`src/rtl/enigma_pkg.sv`:
```
// Shared Enigma definitions: rotor/reflector wirings, notches, FSM states and
// modular arithmetic helpers for the 26-letter alphabet.
package enigma_pkg;

    localparam int SYM_BITS  = 5;
    localparam int ALPHA_LEN = 26;

    localparam logic [SYM_BITS-1:0] ALPHA_MAX   = SYM_BITS'(ALPHA_LEN - 1);
    localparam logic [SYM_BITS:0]   ALPHA_LEN_W = (SYM_BITS+1)'(ALPHA_LEN);

    // Wirings stored as letter strings; entry 0 is the leftmost character.
    localparam logic [8*ALPHA_LEN-1:0] WIRE_I       = "EKMFLGDQVZNTOWYHXUSPAIBRCJ";
    localparam logic [8*ALPHA_LEN-1:0] WIRE_I_INV   = "UWYGADFPVZBECKMTHXSLRINQOJ";
    localparam logic [8*ALPHA_LEN-1:0] WIRE_II      = "AJDKSIRUXBLHWTMCQGZNPYFVOE";
    localparam logic [8*ALPHA_LEN-1:0] WIRE_II_INV  = "AJPCZWRLFBDKOTYUQGENHXMIVS";
    localparam logic [8*ALPHA_LEN-1:0] WIRE_III     = "BDFHJLCPRTXVZNYEIWGAKMUSQO";
    localparam logic [8*ALPHA_LEN-1:0] WIRE_III_INV = "TAGBPCSDQEUFVNZHYIXJWLRKOM";
    localparam logic [8*ALPHA_LEN-1:0] REFL_B       = "YRUHQSLDPXNGOKMIEBFZCWVJAT";

    typedef enum logic [2:0] {
        ST_IDLE,
        ST_FWD,
        ST_REFL,
        ST_REV,
        ST_OUT
    } state_t;

    typedef enum logic [1:0] {
        DIR_FWD,
        DIR_REV,
        DIR_REFL
    } stage_dir_t;

    // Look up entry idx (0..25) of a wiring string, returned as 0..25.
    function automatic logic [SYM_BITS-1:0] tbl(input logic [8*ALPHA_LEN-1:0] t,
                                                input logic [SYM_BITS-1:0] idx);
        logic [7:0] ch;
        ch = t[8*(ALPHA_LEN - 1 - int'(idx)) +: 8];
        return SYM_BITS'(ch - 8'd65);
    endfunction

    function automatic logic [SYM_BITS-1:0] mod_add(input logic [SYM_BITS-1:0] a,
                                                    input logic [SYM_BITS-1:0] b);
        logic [SYM_BITS:0] s;
        s = {1'b0, a} + {1'b0, b};
        if (s >= ALPHA_LEN_W) s = s - ALPHA_LEN_W;
        return s[SYM_BITS-1:0];
    endfunction

    function automatic logic [SYM_BITS-1:0] mod_sub(input logic [SYM_BITS-1:0] a,
                                                    input logic [SYM_BITS-1:0] b);
        logic [SYM_BITS:0] s;
        if (a >= b) s = {1'b0, a} - {1'b0, b};
        else        s = {1'b0, a} + ALPHA_LEN_W - {1'b0, b};
        return s[SYM_BITS-1:0];
    endfunction

    // Notch of rotor i: wheel III (V), II (E), I (Q) repeating from rotor 0.
    function automatic logic [SYM_BITS-1:0] notch_of(input int unsigned i);
        case (i % 3)
            0:       return SYM_BITS'(21);
            1:       return SYM_BITS'(4);
            default: return SYM_BITS'(16);
        endcase
    endfunction

endpackage

```
`src/rtl/rotor_stage.sv`:
```
// One combinational cipher stage: forward/reverse rotor pass or reflector.
// Wheel select 0/1/2 = III/II/I.
module rotor_stage
    import enigma_pkg::*;
(
    input  logic [SYM_BITS-1:0] i_c,
    input  logic [SYM_BITS-1:0] i_p,
    input  logic [1:0]          i_wheel,
    input  logic [1:0]          i_dir,
    output logic [SYM_BITS-1:0] o_c
);

    logic [SYM_BITS-1:0] w_c;
    logic [SYM_BITS-1:0] w_p;
    logic [SYM_BITS-1:0] w_idx;
    logic [SYM_BITS-1:0] w_wired;
    logic                w_rev;

    // Apply rotor offset, wiring lookup and offset removal (or reflect)
    always_comb begin
        w_c   = (i_c > ALPHA_MAX) ? '0 : i_c;
        w_p   = (i_p > ALPHA_MAX) ? '0 : i_p;
        w_idx = mod_add(w_c, w_p);
        w_rev = (i_dir == DIR_REV);
        case (i_wheel)
            2'd0:    w_wired = w_rev ? tbl(WIRE_III_INV, w_idx) : tbl(WIRE_III, w_idx);
            2'd1:    w_wired = w_rev ? tbl(WIRE_II_INV, w_idx)  : tbl(WIRE_II, w_idx);
            default: w_wired = w_rev ? tbl(WIRE_I_INV, w_idx)   : tbl(WIRE_I, w_idx);
        endcase
        if (i_dir == DIR_REFL) o_c = tbl(REFL_B, w_c);
        else                   o_c = mod_sub(w_wired, w_p);
    end

endmodule

```
`src/rtl/enigma_stream_core.sv`:
```
// Clocked Enigma engine: steps rotors on accept, then walks the symbol through
// N rotors, the reflector and back using one time-shared rotor_stage.
module enigma_stream_core
    import enigma_pkg::*;
#(
    parameter int NUM_ROTORS = 3,
    parameter int SYM_W      = 5,
    parameter int ALPHABET   = 26
) (
    input  logic                        clk,
    input  logic                        rst_n,
    input  logic                        cfg_load,
    input  logic [NUM_ROTORS*SYM_W-1:0] cfg_positions,
    input  logic                        in_valid,
    output logic                        in_ready,
    input  logic [SYM_W-1:0]            data_in,
    output logic                        out_valid,
    input  logic                        out_ready,
    output logic [SYM_W-1:0]            data_out,
    output logic [NUM_ROTORS*SYM_W-1:0] positions,
    output logic                        busy
);

    localparam int CNT_W = (NUM_ROTORS > 1) ? $clog2(NUM_ROTORS) : 1;
    localparam int POS_W = NUM_ROTORS * SYM_W;
    localparam logic [SYM_W-1:0] SYM_TOP  = SYM_W'(ALPHABET - 1);
    localparam logic [CNT_W-1:0] LAST_ROT = CNT_W'(NUM_ROTORS - 1);

    state_t              r_state, w_state_nxt;
    logic [CNT_W-1:0]    r_stage, w_stage_nxt;
    logic [POS_W-1:0]    r_positions, w_pos_stepped, w_pos_cfg;
    logic [SYM_W-1:0]    r_sym, r_data_out, w_cur_pos, w_stage_out;
    logic                r_illegal, r_out_valid, w_in_illegal;
    logic [NUM_ROTORS-1:0] w_step;
    logic [1:0]          w_wheel;
    stage_dir_t          w_dir;
    logic [SYM_BITS-1:0] w_rs_out;

    assign in_ready     = (r_state == ST_IDLE);
    assign busy         = (r_state != ST_IDLE);
    assign out_valid    = r_out_valid;
    assign data_out     = r_data_out;
    assign positions    = r_positions;
    assign w_in_illegal = (data_in > SYM_TOP);

    // Step decision from pre-step positions, including the double-step
    always_comb begin
        w_step    = '0;
        w_step[0] = 1'b1;
        for (int unsigned i = 1; i < NUM_ROTORS; i++) begin
            if (r_positions[SYM_W*(i-1) +: SYM_W] == SYM_W'(notch_of(i-1)))
                w_step[i] = 1'b1;
            if ((i + 2 <= NUM_ROTORS) && (r_positions[SYM_W*i +: SYM_W] == SYM_W'(notch_of(i))))
                w_step[i] = 1'b1;
        end
    end

    // Stepped positions and sanitised configuration values
    always_comb begin
        w_pos_stepped = r_positions;
        w_pos_cfg     = '0;
        for (int unsigned i = 0; i < NUM_ROTORS; i++) begin
            if (w_step[i])
                w_pos_stepped[SYM_W*i +: SYM_W] =
                    (r_positions[SYM_W*i +: SYM_W] == SYM_TOP) ? '0 : r_positions[SYM_W*i +: SYM_W] + 1'b1;
            if (cfg_positions[SYM_W*i +: SYM_W] <= SYM_TOP)
                w_pos_cfg[SYM_W*i +: SYM_W] = cfg_positions[SYM_W*i +: SYM_W];
        end
    end

    // Stage operand selection for the shared rotor_stage
    always_comb begin
        w_cur_pos = r_positions[SYM_W*r_stage +: SYM_W];
        w_wheel   = 2'(r_stage % 3);
        case (r_state)
            ST_REV:  w_dir = DIR_REV;
            ST_REFL: w_dir = DIR_REFL;
            default: w_dir = DIR_FWD;
        endcase
    end

    rotor_stage u_stage (
        .i_c     (SYM_BITS'(r_sym)),
        .i_p     (SYM_BITS'(w_cur_pos)),
        .i_wheel (w_wheel),
        .i_dir   (w_dir),
        .o_c     (w_rs_out)
    );

    assign w_stage_out = SYM_W'(w_rs_out);

    // FSM state and stage counter register
    always_ff @(posedge clk or negedge rst_n) begin
        if (!rst_n) begin
            r_state <= ST_IDLE;
            r_stage <= '0;
        end else begin
            r_state <= w_state_nxt;
            r_stage <= w_stage_nxt;
        end
    end

    // Next state: cfg_load aborts from anywhere
    always_comb begin
        w_state_nxt = r_state;
        w_stage_nxt = r_stage;
        if (cfg_load) begin
            w_state_nxt = ST_IDLE;
            w_stage_nxt = '0;
        end else begin
            case (r_state)
                ST_IDLE: if (in_valid) begin
                    w_state_nxt = ST_FWD;
                    w_stage_nxt = '0;
                end
                ST_FWD: begin
                    if (r_stage == LAST_ROT) w_state_nxt = ST_REFL;
                    else                     w_stage_nxt = r_stage + 1'b1;
                end
                ST_REFL: begin
                    w_state_nxt = ST_REV;
                    w_stage_nxt = LAST_ROT;
                end
                ST_REV: begin
                    if (r_stage == '0) w_state_nxt = ST_OUT;
                    else               w_stage_nxt = r_stage - 1'b1;
                end
                ST_OUT: if (r_out_valid && out_ready) w_state_nxt = ST_IDLE;
                default: w_state_nxt = ST_IDLE;
            endcase
        end
    end

    // Positions, symbol pipeline and output register; the first OUT cycle
    // loads the output register, so out_valid rises one cycle after REV ends
    always_ff @(posedge clk or negedge rst_n) begin
        if (!rst_n) begin
            r_positions <= '0;
            r_sym       <= '0;
            r_illegal   <= 1'b0;
            r_out_valid <= 1'b0;
            r_data_out  <= '0;
        end else if (cfg_load) begin
            r_positions <= w_pos_cfg;
            r_out_valid <= 1'b0;
        end else begin
            case (r_state)
                ST_IDLE: if (in_valid) begin
                    r_sym     <= data_in;
                    r_illegal <= w_in_illegal;
                    if (!w_in_illegal) r_positions <= w_pos_stepped;
                end
                ST_FWD, ST_REFL, ST_REV: if (!r_illegal) r_sym <= w_stage_out;
                ST_OUT: begin
                    if (!r_out_valid) begin
                        r_out_valid <= 1'b1;
                        r_data_out  <= r_sym;
                    end else if (out_ready) begin
                        r_out_valid <= 1'b0;
                    end
                end
                default: ;
            endcase
        end
    end

endmodule
```
`config.mk`:
```
export PLATFORM = sky130hd
export DESIGN_NAME = enigma_stream_core
export DESIGN_NICKNAME = d
export VERILOG_FILES = /design/src/rtl/enigma_pkg.sv /design/src/rtl/rotor_stage.sv /design/src/rtl/enigma_stream_core.sv
export SDC_FILE = /design/constraint.sdc
export NUM_CORES = 1
export LEC_CHECK = 0
export CAP_MARGIN = 20
export CORE_MARGIN = 3
export CORE_UTILIZATION = 25
export DETAILED_ROUTE_END_ITERATION = 10
export PLACE_DENSITY = 0.44
export REMOVE_ABC_BUFFERS = 1
export SLEW_MARGIN = 15
export SYNTH_ARGS = -nofsm -noshare
export SYNTH_HDL_FRONTEND = slang
export SYNTH_SLANG_ARGS = --single-unit
```
`constraint.sdc`:
```
create_clock -name clk -period 7.4 [get_ports clk]
set_input_delay 1.48 -clock clk [delete_from_list [all_inputs] [get_ports clk]]
set_output_delay 1.48 -clock clk [all_outputs]
set_load 0.02 [all_outputs]
```
==> results.toml <==
[status]
status = "finished clean"

[hold_path]
min_path_cells = 2
hold_path_end = "data_out[3]$_DFFE_PN0P_"
hold_class = "reg -> reg"
hold_start = "data_out[3]$_DFFE_PN0P_"

[synthesis]
synthSimpleGateAreaFrac_pct = 22.43
synthMuxAreaShare_pct = 4.774
ys_seq_elements = 32
synth.avg_cell_area_um2 = 7.251
yosysTopAreaCell = "dfrtp_1"
synth_fa_ha_area_share_pct = 10.29
synth_top_cell_area_share_pct = 15.91
synth-edff-count = 0
netlist_instances = 694
synth_area_leaders = "dfrtp_1 (16%), ha_1 (7.7%), o21ai_0 (6.0%)"
synth_compound_area_share_pct = 34.61
synth_xor_area_share_pct = 4.326
synth_top_family_by_area = "compound AO/OA/AOI/OAI gates"
yosysWarnings = 0
ys_types = 86
ys_async_sr_fraction_pct = 100.0
ys_seq_area_share_pct = 15.91
synthFlopType = "dfrtp_1"
synth_area_um2 = 5032

[worst_setup_path]
r2r-end = "r_sym[4]$_DFFE_PN0P_"
cp_slowest_cell = "fa_1"
max_stage_delay_ns = 0.48
critPathKind = "reg -> reg"
crit_arrival_ns = 6.96
crit_required_ns = 7.60
r2r_cells = 31
r2r_slack_ns = 0.63
reg2reg_from = "r_stage[1]$_DFFE_PN0P_"
cp-end-kind = "flip-flop"
crit_path_start_kind = "flip-flop"
critPathMaxFanout = 13

[route]
drtIter0Drc = 559
vias_per_cell = 5.524
post_drt_wl_per_cell_um = 16.85
vias = 5485
antenna_left = 0
drc = 0
wl_um = 16730
firstDrtPassIters = 5

[clock_network]
clock-root-buffer = "clkbuf_16"
clkSlewWorstSetupHoldPaths_ns = 0.05
cts-buffers-inserted = 5
h-tree-depth = 2
cts.sinks = 32
insertion_delay_ns = 0.28
clockBufferDepth = 2
tritoncts = "done"

[layout]
multi_input_area_um2 = 3930
post-route-util_pct = 31.07
diodes = 0
layout-area-overhead-vs-synth_pct = 20.93
drive_gt1_share_pct = 11.95
nFillCells = 2077
seq_area_um2 = 802.0
nNetsFinal = 790

[floorplanning]
design.portCount = 48
start_util_pct = 25.69
die_y_um = 147.9
fp.dieW_um = 147.9
rows = 51
dieArea_um2 = 21870
core_um2 = 19590

[global_routing]
grt_pass1_wl_um = 27500
grt_use_total_pct = 14.98
grt_pass1_vias = 5259
grt_max_degree = 46
overflow = 0
antenna_found_initial = 0

[placement]
dpl.hpwl_um = 12440
gp_congestion = 0.9133
io_buffer_count = 47

[timing]
fin_crit_ns = 6.765
fin_crit_sh_pct = 91.42
finalHoldViolCount = 0
rsz0062_at_grt = "false"
setup_violations = 0
fmax_mhz = 147.8
slew_headroom_pct = 34.97
finClkSkew_ns = 0.004105
worst_pin_slew_ns = 0.9627
maxSlewViolCount = 0

[run]
drv_cap = 0
==> sequential cells by signal (all words and copies together), names as in the netlist <==
register,flops
r_illegal,1
positions,15
r_stage,2
r_sym,5
r_state,3
out_valid,1
data_out,5
==> routing by layer <==
| layer | routed length, um | vias to the layer above | GRT usage [%] | share of wire (%) |
|---|---|---|---|---|
| li1 | - | 2622 | - | - |
| met1 | 7679 | 2624 | 20.97 | 46 |
| met2 | 7841 | 215 | 23.84 | 47 |
| met3 | 899 | 24 | 1.839 | 5.4 |
| met4 | 307 | 0 | 5.266 | 1.8 |
| met5 | 0 | - | 0 | 0 |
==> cell usage after synthesis, types with 4 or more instances <==
cell type and count:
nor2b_1 9, mux2i_1 15, o31ai_1 4, o21a_1 9, a41oi_1 5, o22ai_1 5, clkbuf_1 39, nand3_1 26
mux2_2 8, fa_1 6, o211ai_1 6, nand4_1 6, a21o_1 6, xnor2_1 14, or3_1 5, ha_1 31
buf_2 6, nor4_1 5, a22oi_1 4, dfrtp_1 32, a31oi_1 10, inv_1 39, nor2_1 56, o21ai_1 5
xor2_1 9, a211oi_1 12, and2_1 6, o21ai_0 60, nand2b_1 5, nand2_1 71, nor3b_1 4, a32oi_1 4
nor3_1 19, a21oi_1 55, a221oi_1 6, or2_2 6, o311ai_0 4
==> layout make-up <==
class,instances,share of cell area (%)
Clock buffer,7,2.508
Inverter,43,2.693
Multi-Input combinational cell,569,64.58
Sequential cell,32,13.18
Tap cell,265,5.448
Timing Repair Buffer,77,11.60
==> worst max-delay path: cells and delay by family, from the launching register on <==
kind | cells | cell delay, ns
fa+ha+maj | 6 | 1.87
buf+inv | 2 | 0.14
xor+xnor | 4 | 0.63
simple gates | 3 | 0.59
flops | 1 | 0.45
compound gates | 12 | 1.93
mux | 4 | 1.07
==> worst max-delay path by stage <==
stage | startpoint | endpoint | slack [ns]
floorplan | r_stage[0]$_DFFE_PN0P_ | r_sym[4]$_DFFE_PN0P_ | -0.02
global placement | r_stage[1]$_DFFE_PN0P_ | r_sym[4]$_DFFE_PN0P_ | 0.20
detailed placement | r_stage[1]$_DFFE_PN0P_ | r_sym[4]$_DFFE_PN0P_ | 0.11
CTS | r_stage[1]$_DFFE_PN0P_ | r_sym[4]$_DFFE_PN0P_ | 0.10
global route | r_stage[1]$_DFFE_PN0P_ | r_sym[1]$_DFFE_PN0P_ | 0.04
finish | r_stage[1]$_DFFE_PN0P_ | r_sym[4]$_DFFE_PN0P_ | 0.63
==> cell families after synthesis <==
logic type               count (synthesis)
multiplexers                            23
AO/OA/AOI/OAI                          252
buffers and inverters                   93
flip-flops                              32
XOR/XNOR                                24
adder cells (fa/ha/maj)                 38
AND/OR/NAND/NOR                        232
==> cells in the final DEF (no fill, tap or decap), types with 6 or more instances in the layout <==
master and count:
ha_1 30, xnor2_1 12, xor2_1 9, o211ai_1 6, nor2b_1 9, o21ai_1 7, or2_2 6, a21oi_1 55
buf_4 28, nand2_1 71, nand3_1 26, mux2i_1 15, o21a_1 9, mux2_2 8, a221oi_1 6, o21ai_0 58
nor2_1 54, a31oi_1 10, clkdlybuf4s50_1 47, dfrtp_1 31, a211oi_1 11, inv_1 39, a21o_1 6, nand4_1 6
nor3_1 19, fa_1 6
==> through the flow <==
step	setup TNS [ns]	std cells	area, um2	hold WS (ns)	worst slack (ns)
after floorplan	-0.01644	644	4811	0.4642	-0.01644
after global routing	0	993	6086	0.5350	0.03551
after global placement	0	984	5836	0.4659	0.1979
after detailed placement	0	984	5836	0.4798	0.1142
final	0	993	6086	0.4862	0.6347
after CTS	0	991	5988	0.4910	0.1038
==> repair_timing <==
item,4_1_cts,5_1_grt
setup endpoints to repair,0,4
buffers inserted,0,2
hold buffers,0,0
gates resized for setup,0,16
Power is left out: the tool's default activity adds up to more than one toggle a clock period on the data nets, which glitch-free logic cannot reach.
